[src/rtl/mem_arb_pkg.sv]
// Shared types and constants for the memory port arbiter.
package mem_arb_pkg;

  typedef enum logic [1:0] {
    IDLE     = 2'd0,
    ACTIVE   = 2'd1,
    COMPLETE = 2'd2
  } arb_state_t;

  localparam logic SEL_REQ0 = 1'b0;
  localparam logic SEL_REQ1 = 1'b1;

  // Turns a requester index into its one-hot grant vector.
  function automatic logic [1:0] idx_to_onehot(input logic idx);
    return (idx == SEL_REQ1) ? 2'b10 : 2'b01;
  endfunction

endpackage

[src/rtl/mux_16bit_2to1.sv]
// Existing 16-bit 2:1 mux used to steer address and write data onto the memory port.
module mux_16bit_2to1 (
  input  logic [15:0] a,
  input  logic [15:0] b,
  input  logic        s,
  output logic [15:0] y
);

  // Select b when s is high, a otherwise.
  always_comb begin
    y = s ? b : a;
  end

endmodule

[src/rtl/rr_pick2.sv]
// Two-way round-robin picker: on a tie the requester that was not served last wins.
module rr_pick2 (
  input  logic req0,
  input  logic req1,
  input  logic last_gnt,
  output logic valid,
  output logic winner
);

  // Any request makes the pick valid; ties alternate away from the last winner.
  always_comb begin
    valid  = req0 | req1;
    winner = 1'b0;
    if (req0 && req1) begin
      winner = ~last_gnt;
    end else if (req1) begin
      winner = 1'b1;
    end
  end

endmodule

[src/rtl/mem_port_arbiter.sv]
// Shares the single memory port between instruction fetch (0) and load/store (1),
// one transaction at a time, with a watchdog that aborts unacknowledged accesses.
module mem_port_arbiter
  import mem_arb_pkg::*;
#(
  parameter int DATA_W   = 16,
  parameter int ADDR_W   = 16,
  parameter int MAX_WAIT = 15
) (
  input  logic              clk,
  input  logic              rst,
  input  logic              req0,
  input  logic              req1,
  input  logic [ADDR_W-1:0] addr0,
  input  logic [ADDR_W-1:0] addr1,
  input  logic [DATA_W-1:0] wdata0,
  input  logic [DATA_W-1:0] wdata1,
  input  logic              we0,
  input  logic              we1,
  output logic              gnt0,
  output logic              gnt1,
  output logic              done0,
  output logic              done1,
  output logic              err0,
  output logic              err1,
  output logic [DATA_W-1:0] rdata,
  output logic              sel,
  output logic              mem_req,
  output logic              mem_we,
  output logic [ADDR_W-1:0] mem_addr,
  output logic [DATA_W-1:0] mem_wdata,
  input  logic              mem_ack,
  input  logic [DATA_W-1:0] mem_rdata
);

  localparam int               CNT_W      = $clog2(MAX_WAIT + 1);
  localparam logic [CNT_W-1:0] WAIT_LIMIT = CNT_W'(MAX_WAIT);

  arb_state_t        state, state_next;
  logic [CNT_W-1:0]  cnt, cnt_next, cnt_inc;
  logic [1:0]        gnt, gnt_next;
  logic [1:0]        done, done_next;
  logic [1:0]        err, err_next;
  logic              sel_q, sel_next;
  logic              last_gnt, last_gnt_next;
  logic [DATA_W-1:0] rdata_q, rdata_next;
  logic              pick_valid;
  logic              pick_winner;

  rr_pick2 u_pick (
    .req0     (req0),
    .req1     (req1),
    .last_gnt (last_gnt),
    .valid    (pick_valid),
    .winner   (pick_winner)
  );

  assign cnt_inc = cnt + CNT_W'(1);

  // State register and all registered outputs; last_gnt resets to 1 so requester 0 wins the first tie.
  always_ff @(posedge clk) begin
    if (rst) begin
      state    <= IDLE;
      cnt      <= '0;
      gnt      <= '0;
      done     <= '0;
      err      <= '0;
      sel_q    <= SEL_REQ0;
      last_gnt <= SEL_REQ1;
      rdata_q  <= '0;
    end else begin
      state    <= state_next;
      cnt      <= cnt_next;
      gnt      <= gnt_next;
      done     <= done_next;
      err      <= err_next;
      sel_q    <= sel_next;
      last_gnt <= last_gnt_next;
      rdata_q  <= rdata_next;
    end
  end

  // Next-state logic: grant in IDLE, wait for ack or watchdog in ACTIVE, pulse done in COMPLETE.
  always_comb begin
    state_next    = state;
    cnt_next      = cnt;
    gnt_next      = gnt;
    done_next     = 2'b00;
    err_next      = 2'b00;
    sel_next      = sel_q;
    last_gnt_next = last_gnt;
    rdata_next    = rdata_q;
    case (state)
      IDLE: begin
        if (pick_valid) begin
          state_next = ACTIVE;
          gnt_next   = idx_to_onehot(pick_winner);
          sel_next   = pick_winner;
          cnt_next   = '0;
        end
      end
      ACTIVE: begin
        if (mem_ack) begin
          rdata_next = mem_rdata;
          done_next  = gnt;
          state_next = COMPLETE;
        end else if (cnt_inc == WAIT_LIMIT) begin
          done_next  = gnt;
          err_next   = gnt;
          state_next = COMPLETE;
        end else begin
          cnt_next = cnt_inc;
        end
      end
      COMPLETE: begin
        state_next    = IDLE;
        gnt_next      = 2'b00;
        cnt_next      = '0;
        last_gnt_next = sel_q;
      end
      default: begin
        state_next = IDLE;
        gnt_next   = 2'b00;
        cnt_next   = '0;
      end
    endcase
  end

  assign gnt0    = gnt[0];
  assign gnt1    = gnt[1];
  assign done0   = done[0];
  assign done1   = done[1];
  assign err0    = err[0];
  assign err1    = err[1];
  assign rdata   = rdata_q;
  assign sel     = sel_q;
  assign mem_req = (state == ACTIVE);
  assign mem_we  = mem_req & ((sel_q == SEL_REQ1) ? we1 : we0);

  mux_16bit_2to1 u_addr_mux (
    .a (addr0),
    .b (addr1),
    .s (sel_q),
    .y (mem_addr)
  );

  mux_16bit_2to1 u_wdata_mux (
    .a (wdata0),
    .b (wdata1),
    .s (sel_q),
    .y (mem_wdata)
  );

endmodule

[config.mk]
export PLATFORM = sky130hd
export DESIGN_NAME = mem_port_arbiter
export DESIGN_NICKNAME = d
export VERILOG_FILES = /design/src/rtl/mem_arb_pkg.sv /design/src/rtl/mux_16bit_2to1.sv /design/src/rtl/rr_pick2.sv /design/src/rtl/mem_port_arbiter.sv
export SDC_FILE = /design/constraint.sdc
export NUM_CORES = 1
export LEC_CHECK = 0
export CAP_MARGIN = 40
export CORE_MARGIN = 4
export CORE_UTILIZATION = 28
export CTS_CLUSTER_SIZE = 10
export DETAILED_ROUTE_END_ITERATION = 6
export PLACE_DENSITY = 0.75
export SLEW_MARGIN = 0
export SYNTH_ARGS = -nofsm -noshare
export SYNTH_HDL_FRONTEND = slang
export SYNTH_SLANG_ARGS = --single-unit
[constraint.sdc]
create_clock -name clk -period 1.9 [get_ports clk]
set_clock_uncertainty 0.05 [all_clocks]
set_input_delay 0.475 -clock clk [delete_from_list [all_inputs] [get_ports clk]]
set_output_delay 0.475 -clock clk [all_outputs]
set_load 0.02 [all_outputs]
==> flow_metrics.tcl <==
set metrics [dict create \
    status "finished with violations" \
    failed_checks "setup timing" \
    fp.dieW_um 83.5 \
    crit_type "reg2out" \
    io_buffers 143 \
    synth_top_area_cell "dfxtp_1" \
    period_share_pct 105 \
    drt_iter0_markers 79 \
    ys_warn_count 0 \
    cts_tree "built" \
    min-delay-start "rdata[2]" \
    internal-power_mw 1.48 \
    layout_setup_ws_ns -0.0966 \
    seq_power_share_pct 33.0 \
    hold_viol 0 \
    hold_buffers 0 \
    cts.clk_slew.worst_paths_ns 0.06 \
    fp.dieH_um 83.5 \
    syn2layout_area_growth_pct 121 \
    setup-violations-final 24 \
    cellPowerDensity_nw_per_um2 577 \
    wl_per_cell_um 15.8 \
    antenna_found_initial 0 \
    power_switching_mw 0.559 \
    vias 1924 \
    io_pins 144 \
    maxSlewViolCount 0 \
    synth_enable_flop_cells 0 \
    fill_cells 462 \
    r2r_start "cnt[0]" \
    placed_area_um2 3230 \
    initial_core_util_pct 29.0 \
    synthesis.area_um2 1600 \
    place.gp.congestion 0.808 \
    ys_ff_latch 30 \
    cp.arrival_ns 1.47 \
    hold_depth 2 \
    fin_crit_ns 2.00 \
    rr_endpoint "cnt[3]" \
    via_per_inst 4.56 \
    grt_pass1_wl_um 10400 \
    ys_types 33 \
    synth_top_area_share_pct 37.6 \
    whs_endpoint "rdata[2]" \
    synth_ff_type "dfxtp_1" \
    yosys-top-cells-area "dfxtp_1, mux2_2, nand2_1, a21oi_1, nor2_1" \
    p_comb_share_pct 37.3 \
    clockPowerShare_pct 29.7 \
    post-route-drc-count 0 \
    cp-startpoint "sel" \
    r2r_slack_ns 0.09 \
    crit_required_ns 1.37 \
    fin_area_um2 3530 \
    clockBufferDepth 2 \
    drive_above_1_share_pct 30.9 \
    ctsRootBufferMaster "clkbuf_8" \
    clk_latency_ns 0.28 \
    maxCapViolations 0 \
    cts_made_buffers 5 \
    antenna_cells 0 \
    fin_nets 438 \
    swShare_pct 27.4 \
    first_global_vias 1946 \
    fmax_mhz 501 \
    grt_max_degree 17 \
    reg2regPathDepth 7 \
    syn_avg_cell_area_um2 8.54 \
    slew_headroom_pct 77.5 \
    grt.overflow.total 0 \
    die_area_um2 6980 \
    tightest_slew_ns 0.335 \
    dp_hpwl_um 5080 \
    end_kind "primary output" \
    worstPathMaxFanout 8 \
    final_cell_mix "clkdlybuf4s50_1, nand2_1, dfxtp_1, a21oi_1" \
    rsz0062_at_grt "yes" \
    peakVddDrop_uv 485 \
    ys_async_sr_fraction_pct 0 \
    first_pass_iters 4 \
    core_area_um2 5510 \
    worstSetupStartpointType "flip-flop" \
    ant_nets 0 \
    ys_seq_area_share_pct 37.6 \
    h-tree-depth 2 \
    final_common_cell "clkdlybuf4s50_1" \
    hold_slack_ns 0.405 \
    global_route.usage.total_pct 18.5 \
    syn_inst 187 \
    totalWireLength_um 6680 \
    leakage_nw 1.43 \
    cts.sinks 30 \
    mappedNetlistNets 276 \
    rows 27 \
    min_path_type "reg2reg" \
]
[worst max-delay path: stages, from the launching register on]
cell and delay (ns):
dfxtp_4 0.36, buf_12 0.13, bufbuf_16 0.27, mux2_4 0.30, buf_6 0.13
[registers in the layout (all words and copies together), names as in the netlist]
signal / cells
cnt: 4
done: 2
err: 2
gnt: 2
last_gnt: 1
rdata: 16
sel: 1
state: 2
[cell usage after synthesis (all sizes together), types with 3 or more instances]
cell type,count
clkbuf,9
o21ai,4
nand2b,3
nor2,12
mux2,32
nand2,40
and2,4
inv,3
a21oi,24
dfxtp,30
nor2b,3
[cells by family after synthesis]
logic type | count (synthesis) | synth area share [%]
and+or+nand+nor | 73 | 20.9
AOI/OAI and AO/OA | 35 | 13.0
muxes | 34 | 23.8
DFF | 30 | 37.6
buffers and inverters | 13 | 3.13
adders and majority gates | 2 | 1.57
[routing by layer]
layer | routed length (µm) | track usage, % | up-vias
li1 | - | - | 974
met1 | 2780 | 22.0 | 876
met2 | 3350 | 31.9 | 67
met3 | 488 | 6.61 | 7
met4 | 63 | 3.80 | 0
met5 | 0 | 0 | -
[final cells by class]
type / instances / area [µm²] / area share, %
sequential: 30 / 606 / 17.1
timing repair buffer: 165 / 1700 / 48.1
tap: 72 / 90.1 / 2.55
inverter: 3 / 11.3 / 0.319
multi-input combinational: 144 / 1020 / 28.7
clock buffer: 8 / 110 / 3.12
[worst max path at each step]
stage                         end  slack [ns]  cells past startpoint
floorplan                  cnt[3]        0.03                      7
global placement    mem_wdata[14]       -0.31                      3
detailed placement         mem_we       -0.35                      4
CTS                   mem_addr[9]       -0.16                      4
global route          mem_addr[9]       -0.13                      4
finish               mem_wdata[2]        -0.1                      4
[power groups by stage]
stage / Clock, mW / Combinational, mW / Sequential, mW
2_1_floorplan: 0 / 0.260 / 0.710
3_3_place_gp: 0 / 0.682 / 0.686
3_5_place_dp: 0 / 0.691 / 0.687
4_1_cts: 0.618 / 0.707 / 0.674
5_1_grt: 0.650 / 0.806 / 0.677
6_report: 0.605 / 0.761 / 0.673
[per-stage QoR]
stage | worst slack (ns) | total power, mW | util, % | instances | TNS, ns
after floorplan | 0.0309 | 0.971 | - | 187 | 0
after global placement | -0.305 | 1.37 | 58.7 | 407 | -10.34
after detailed placement | -0.348 | 1.38 | 58.7 | 407 | -10.78
after CTS | -0.157 | 2.00 | 61.3 | 421 | -2.13
after global routing | -0.129 | 2.13 | 64.2 | 422 | -2.30
final | -0.0966 | 2.04 | 64.2 | 422 | -1.37
[what timing repair did]
action / 4_1_cts / 5_1_grt
endpoints found under the setup margin: 35 / 28
buffers inserted: 2 / 1
resized for setup: 155 / 47
cloned: 4 / 0
pin swaps: 0 / 3
Note: power is estimated with default switching activity, not from simulation.
